--- src/rtl/apmu_ibex_pkg.sv ---
// Shared APMU Ibex types: RF write request payload, write-source encoding and starve counter width.
package apmu_ibex_pkg;

  localparam int unsigned RfArbStarveCntW = 8;

  typedef struct packed {
    logic [4:0]  waddr;
    logic [31:0] wdata;
  } rf_wr_req_t;

  typedef enum logic [1:0] {
    RF_WR_SRC_ID,
    RF_WR_SRC_LSU,
    RF_WR_SRC_PMC,
    RF_WR_SRC_NONE
  } rf_wr_src_e;

endpackage

--- src/rtl/apmu_ibex_rf_wr_fifo.sv ---
// In-order FIFO of RF write requests with per-entry read-address match outputs for hazard detection.
module apmu_ibex_rf_wr_fifo
  import apmu_ibex_pkg::*;
#(
  parameter int unsigned Depth = 2
) (
  input  logic             clk_i,
  input  logic             rst_ni,
  input  logic             push_i,
  input  rf_wr_req_t       push_data_i,
  input  logic             pop_i,
  output rf_wr_req_t       head_o,
  output logic             full_o,
  output logic             empty_o,
  input  logic [4:0]       rd_addr_a_i,
  input  logic [4:0]       rd_addr_b_i,
  output logic [Depth-1:0] match_o
);

  localparam int unsigned PtrW = $clog2(Depth);
  localparam int unsigned CntW = PtrW + 1;

  logic [PtrW-1:0] wr_ptr_q, rd_ptr_q;
  logic [CntW-1:0] cnt_q;
  rf_wr_req_t      mem_q [Depth];
  logic            do_push, do_pop;

  assign full_o  = (cnt_q == CntW'(Depth));
  assign empty_o = (cnt_q == '0);
  assign do_push = push_i && !full_o;
  assign do_pop  = pop_i && !empty_o;
  assign head_o  = mem_q[rd_ptr_q];

  // Pointers wrap naturally because Depth is a power of two.
  always_ff @(posedge clk_i) begin
    if (!rst_ni) begin
      wr_ptr_q <= '0;
      rd_ptr_q <= '0;
      cnt_q    <= '0;
    end else begin
      if (do_push) begin
        mem_q[wr_ptr_q] <= push_data_i;
        wr_ptr_q        <= wr_ptr_q + PtrW'(1);
      end
      if (do_pop) begin
        rd_ptr_q <= rd_ptr_q + PtrW'(1);
      end
      cnt_q <= cnt_q + CntW'(do_push) - CntW'(do_pop);
    end
  end

  // An entry is live when its distance from the read pointer is below the count.
  for (genvar i = 0; i < Depth; i++) begin : g_match
    logic [PtrW-1:0] off;
    assign off        = PtrW'(i) - rd_ptr_q;
    assign match_o[i] = (CntW'(off) < cnt_q) && (mem_q[i].waddr != 5'd0) &&
                        ((mem_q[i].waddr == rd_addr_a_i) || (mem_q[i].waddr == rd_addr_b_i));
  end

endmodule

--- src/rtl/apmu_ibex_rf_wr_arbiter.sv ---
// RF write-port arbiter: ID > LSU > buffered PMC writes; optional starvation guard
// enabled by APMU_RF_ARB_STARVE_GUARD_EN.
module apmu_ibex_rf_wr_arbiter
  import apmu_ibex_pkg::*;
#(
  parameter int unsigned PmcFifoDepth = 2,
  parameter int unsigned StarveLimit  = 8
) (
  input  logic        clk_i,
  input  logic        rst_ni,
  input  logic        id_we_i,
  input  logic [4:0]  id_waddr_i,
  input  logic [31:0] id_wdata_i,
  input  logic        lsu_we_i,
  input  logic [4:0]  lsu_waddr_i,
  input  logic [31:0] lsu_wdata_i,
  input  logic        pmc_valid_i,
  input  logic [4:0]  pmc_waddr_i,
  input  logic [31:0] pmc_wdata_i,
  output logic        pmc_ready_o,
  input  logic [4:0]  rd_addr_a_i,
  input  logic [4:0]  rd_addr_b_i,
  output logic        pmc_raw_hazard_o,
  output logic        id_stall_o,
  output logic        rf_we_o,
  output logic [4:0]  rf_waddr_o,
  output logic [31:0] rf_wdata_o,
  output logic        pmc_pending_o,
  output logic        conflict_err_o
);

  if (PmcFifoDepth < 2 || (PmcFifoDepth & (PmcFifoDepth - 1)) != 0) begin : g_bad_depth
    $error("PmcFifoDepth must be a power of two >= 2");
  end
  if (StarveLimit < 1 || StarveLimit >= (1 << RfArbStarveCntW)) begin : g_bad_limit
    $error("StarveLimit must be in 1..255");
  end

  rf_wr_req_t              fifo_head;
  logic                    fifo_full, fifo_empty, fifo_push, fifo_pop;
  logic [PmcFifoDepth-1:0] fifo_match;
  rf_wr_src_e              src;
  logic                    conflict_q;

  assign pmc_ready_o      = !fifo_full;
  assign fifo_push        = pmc_valid_i && !fifo_full && (pmc_waddr_i != 5'd0);
  assign fifo_pop         = (src == RF_WR_SRC_PMC);
  assign pmc_pending_o    = !fifo_empty;
  assign pmc_raw_hazard_o = |fifo_match;
  assign conflict_err_o   = conflict_q;

  apmu_ibex_rf_wr_fifo #(
    .Depth(PmcFifoDepth)
  ) u_fifo (
    .clk_i      (clk_i),
    .rst_ni     (rst_ni),
    .push_i     (fifo_push),
    .push_data_i('{waddr: pmc_waddr_i, wdata: pmc_wdata_i}),
    .pop_i      (fifo_pop),
    .head_o     (fifo_head),
    .full_o     (fifo_full),
    .empty_o    (fifo_empty),
    .rd_addr_a_i(rd_addr_a_i),
    .rd_addr_b_i(rd_addr_b_i),
    .match_o    (fifo_match)
  );

  // Fixed-priority grant and write-port mux.
  always_comb begin
    src        = RF_WR_SRC_NONE;
    rf_waddr_o = 5'd0;
    rf_wdata_o = 32'd0;
    if (id_we_i) begin
      src        = RF_WR_SRC_ID;
      rf_waddr_o = id_waddr_i;
      rf_wdata_o = id_wdata_i;
    end else if (lsu_we_i) begin
      src        = RF_WR_SRC_LSU;
      rf_waddr_o = lsu_waddr_i;
      rf_wdata_o = lsu_wdata_i;
    end else if (!fifo_empty) begin
      src        = RF_WR_SRC_PMC;
      rf_waddr_o = fifo_head.waddr;
      rf_wdata_o = fifo_head.wdata;
    end
  end

  assign rf_we_o = rst_ni && (src != RF_WR_SRC_NONE);

  always_ff @(posedge clk_i) begin
    if (!rst_ni) begin
      conflict_q <= 1'b0;
    end else if (id_we_i && lsu_we_i) begin
      conflict_q <= 1'b1;
    end
  end

`ifdef APMU_RF_ARB_STARVE_GUARD_EN
  localparam logic [RfArbStarveCntW-1:0] Limit = RfArbStarveCntW'(StarveLimit);

  logic [RfArbStarveCntW-1:0] starve_cnt_q, starve_cnt_d;
  logic                       id_stall_q;

  // Count cycles the queued head is passed over; saturate at the limit.
  always_comb begin
    starve_cnt_d = starve_cnt_q;
    if (fifo_empty || fifo_pop) begin
      starve_cnt_d = '0;
    end else if (starve_cnt_q != Limit) begin
      starve_cnt_d = starve_cnt_q + RfArbStarveCntW'(1);
    end
  end

  always_ff @(posedge clk_i) begin
    if (!rst_ni) begin
      starve_cnt_q <= '0;
      id_stall_q   <= 1'b0;
    end else begin
      starve_cnt_q <= starve_cnt_d;
      id_stall_q   <= (starve_cnt_d == Limit);
    end
  end

  assign id_stall_o = id_stall_q;
`else
  assign id_stall_o = 1'b0;
`endif

endmodule

--- config.mk ---
export PLATFORM = sky130hd
export DESIGN_NAME = apmu_ibex_rf_wr_arbiter
export DESIGN_NICKNAME = d
export VERILOG_FILES = /design/src/rtl/apmu_ibex_pkg.sv /design/src/rtl/apmu_ibex_rf_wr_fifo.sv /design/src/rtl/apmu_ibex_rf_wr_arbiter.sv
export SDC_FILE = /design/constraint.sdc
export NUM_CORES = 1
export LEC_CHECK = 0
export CAP_MARGIN = 10
export CORE_MARGIN = 3
export CORE_UTILIZATION = 39
export DETAILED_ROUTE_END_ITERATION = 6
export GPL_ROUTABILITY_DRIVEN = 1
export PLACE_DENSITY = 0.78
export SETUP_SLACK_MARGIN = 0.4
export SLEW_MARGIN = 20
export SYNTH_ARGS = -nofsm -noshare
export SYNTH_HDL_FRONTEND = slang
export SYNTH_SLANG_ARGS = --single-unit
--- constraint.sdc ---
create_clock -name clk_i -period 3.1 [get_ports clk_i]
set_clock_uncertainty 0.2 [all_clocks]
set_input_delay 0.465 -clock clk_i [delete_from_list [all_inputs] [get_ports clk_i]]
set_output_delay 0.465 -clock clk_i [all_outputs]
set_load 0.02 [all_outputs]
==> results.txt <==
Setup repair after global routing could not meet its margin everywhere. Row generation in the floorplan step produced 36 rows. The tools report the post-synth design cell area as 3960 um2. Routability-driven placement finished with a final weighted congestion of 0.819. The synthesized design spends more area on one cell type than any other, namely edfxtp_1. The deepest clock path buffer count came out at 2.

In the final design database the tool counted 610 nets. By area, the combinational part of the netlist is dominated by compound AO/OA/AOI/OAI gates. The number of nets in the synthesized netlist is 442. The multi-input combinational cells in the finished layout cover a total of 1420 um2. Once placement completed, the tool counted placed cells totaling 601. The worst setup path is of the primary input to output port kind. The cell count after synthesis came out at 314. The first-pass GRT wire length came out at 16000 um.

The worst hold path belongs to the class flip-flop to flip-flop. The post-detailed-placement half-perimeter wirelength was 7370 um; the post-synthesis share of cell area spent on full adders, half adders and majority gates was 0.632%. The tools report the number of max-slew violations in the final report as 0.

By area the synthesized netlist is led by edfxtp_1 (56%), mux2_2 (11%), a221oi_1 (8.2%), a21oi_1 (4.9%), xor2_1 (4.9%). The final-report hold violation count is 0, and the power per unit of standard cell area is 540 nW/um2. The count of nets left with antenna violations after detail routing came out at 0. The logs give 0 for the initial antenna violation count and 340 ps for the clock latency at the later pin of the worst-skew pair. The transition at the pin with the smallest max-transition slack works out to 932 ps. The tool flagged a number of max-cap violations equal to 0. STA classifies the critical path endpoint as an output port. After floorplanning, the core was sized to cover 9820 um2.

Dividing the final minimum period by the clock period gives 85.4%. The die width is 107 um. The startpoint identified for the worst hold timing path is conflict_err_o. The run finished with clean final reports. Relative to the synthesized area, the layout overhead comes to 52.7%.

Leaving out fill and tap cells, the most frequent cells in the layout are clkdlybuf4s50_1 (127), edfxtp_1 (74), inv_1 (40), a21oi_1 (39), mux2_2 (37). TritonCTS built the clock tree. The data arrival time of the worst path is 1980 ps, and the data required time at the worst endpoint is 2430 ps. The number of non-filler instances in the completed layout came out at 620.

The post-CTS clock slew at the launch and capture registers of the worst setup and hold paths was 70 ps; the total of endpoints with negative setup slack in the final report was 0. Counting every sink on the clock net gives 80. Summed over all cells, the static leakage comes to 2.28 nW. Based on the critical path, the design can be clocked at up to 378 MHz. 0 antenna diodes ended up in the layout. Summing the areas of all compound-gate instances in the mapped netlist gives 14.5% of the synthesized area. The Yosys step of the flow raised 0 warnings. The area share of xor/xnor cells in the synthesized design was 5.31%; the register-to-register setup slack was 930 ps.

Yosys mapped the design onto 29 distinct sky130hd cell types. The run gives 0.263 mV as the worst-case vdd ir drop. The share of synthesized area spent on multiplexers was 10.5%; the aggregate routed wire length was 10500 um.

The initial utilization of the core area, before any placement, comes to 40.3%. The sequential element share of the synthesized area was 59.1%; the CTS buffer count was 9. The logs give 37.9% for the remaining max-slew budget at the tightest pin and 4 for the number of optimization iterations in the first detailed-route pass. The cell at the root of the clock tree is clkbuf_8. The die covers 11400 um2.

The tools report the setup TNS after final layout as 0 ps. Of all nets on the critical path, the largest fanout is 2. During placement, the flow inserted port buffers numbering 167. Summed over all layers, the global routing overflow is 0. Cells fill 61.6% of the core in the end. The area share of the largest cell type after synthesis is 56.1%, and the area used by sequential logic in the layout is 2350 um2. In this run the critical register-to-register path is launched from u_fifo.cnt_q[0].

For the number of global-route vias before repair, the log shows 3318. In the routed layout, each cell is associated on average with a via count of 5.07. In the final layout, the share of cells above drive strength 1 is 15.6%.

Global routing consumed, over all layers together, 17.8% of the routing resources. After synthesis the netlist holds a flip-flop and latch count of 80. The die height is 107 um. The library cell used most frequently in the layout, excluding fill and tap cells, is clkdlybuf4s50_1. After layout, the minimum clock period comes to 2650 ps.

In this run the worst setup path begins at rd_addr_a_i[0]. For this design the top-level I/O count stands at 169. In this run the mean area of a mapped cell was 12.6 um2. The clock tree synthesis step divided the H-tree into 3 levels. Sort of element at the start of the critical path: a primary input. After Yosys synthesis, and, or, nand and nor cells account for 3.57% of the synthesized area. Dividing the detail-routed wire length by the instance count gives 16.9 um. Counting the fill cells in the layout gives 839.

Entering global routing, the biggest net connects 78 pins. The logs give 0 for the post-route DRC violation count and 152 for the initial DRC count. For the via count, the log shows 3142.
repair_timing:
action                                  4_1_cts  5_1_grt
gates resized for setup                      44       14
buffers inserted                              0        2
hold buffers                                  0        0
endpoints found under the setup margin       38       30
cloned                                        0        1
synth_stat cells:
master    number
edfxtp_1      74
inv_1         40
a21oi_1       39
a221oi_1      37
mux2_2        37
xor2_1        22
clkbuf_1      11
buf_2          8
nor2_1         8
dfxtp_1        6
and2_1         5
nor3_1         5
a22oi_1        2
buf_1          2
ha_1           2
or4_1          2
xnor2_1        2
and3_1         1
buf_4          1
conb_1         1
nand2_1        1
nand2b_1       1
nor2_2         1
nor2b_1        1
o211a_4        1
o22ai_1        1
o31a_1         1
o32ai_1        1
or4_4          1
state kept, by name, indices dropped and copies added (netlist names), named ones only:
name,count
u_fifo.cnt_q,2
u_fifo.rd_ptr_q,1
conflict_err_o,1
u_fifo.wr_ptr_q,1
u_fifo.mem_q,74
worst max-delay path, stage by stage:
cell and delay, ps:
clkdlybuf4s50_1 450, xor2_1 160, nor3_1 240, a22oi_1 110
o32ai_2 260, clkdlybuf4s15_2 290
layer usage:
metal | routed length, um | track usage, % | vias to the layer above | share of wire [%]
li1 | - | - | 1508 | -
met3 | 765 | 5.96 | 4 | 7.3
met5 | 0 | 0 | - | 0
met1 | 4290 | 20.5 | 1518 | 41
met4 | 50 | 4.38 | 0 | 0.48
met2 | 5390 | 31.7 | 112 | 51
cell type report:
class                           instances  area share (%)
Clock buffer                           12            2.23
Clock inverter                          4            1.14
Inverter                               40            2.48
Multi-Input combinational cell        172            23.5
Sequential cell                        80            38.8
Tap cell                              133            2.75
Timing Repair Buffer                  179            29.1
worst paths after layout:
check,end,depth (start not counted)
worst min register to register,conflict_err_o,2
worst max-delay path,pmc_raw_hazard_o,6
worst min-delay path,conflict_err_o,2
worst max register to register,u_fifo.mem_q[1][0],3
logic make-up (layout without fill, tap and decap cells):
kind of cell	after synthesis	in the layout
other cells	1	1
fa+ha+maj	2	2
mux	37	37
simple gates	26	26
compound gates	82	82
flops	80	80
xor+xnor	24	24
buf+inv	62	235
stage by stage:
stage                     hold slack [ps]  setup WS [ps]  power (mW)  area, um2
final                                 298            452        3.27       6050
after global routing                  344            348        3.43       6050
after CTS                             302            401        3.25       5960
after detailed placement              283           74.7        2.48       5790
after global placement                275            151        2.46       5790
after floorplan                       364            646        1.98       3960
where the power goes:
part | internal (mW) | leakage (nW) | switching (mW)
Clock | 0.451 | 0.102 | 0.358
Sequential | 1.31 | 0.728 | 0.0625
Combinational | 0.539 | 1.45 | 0.549
No activity file was read; power rests on OpenSTA's default activity.
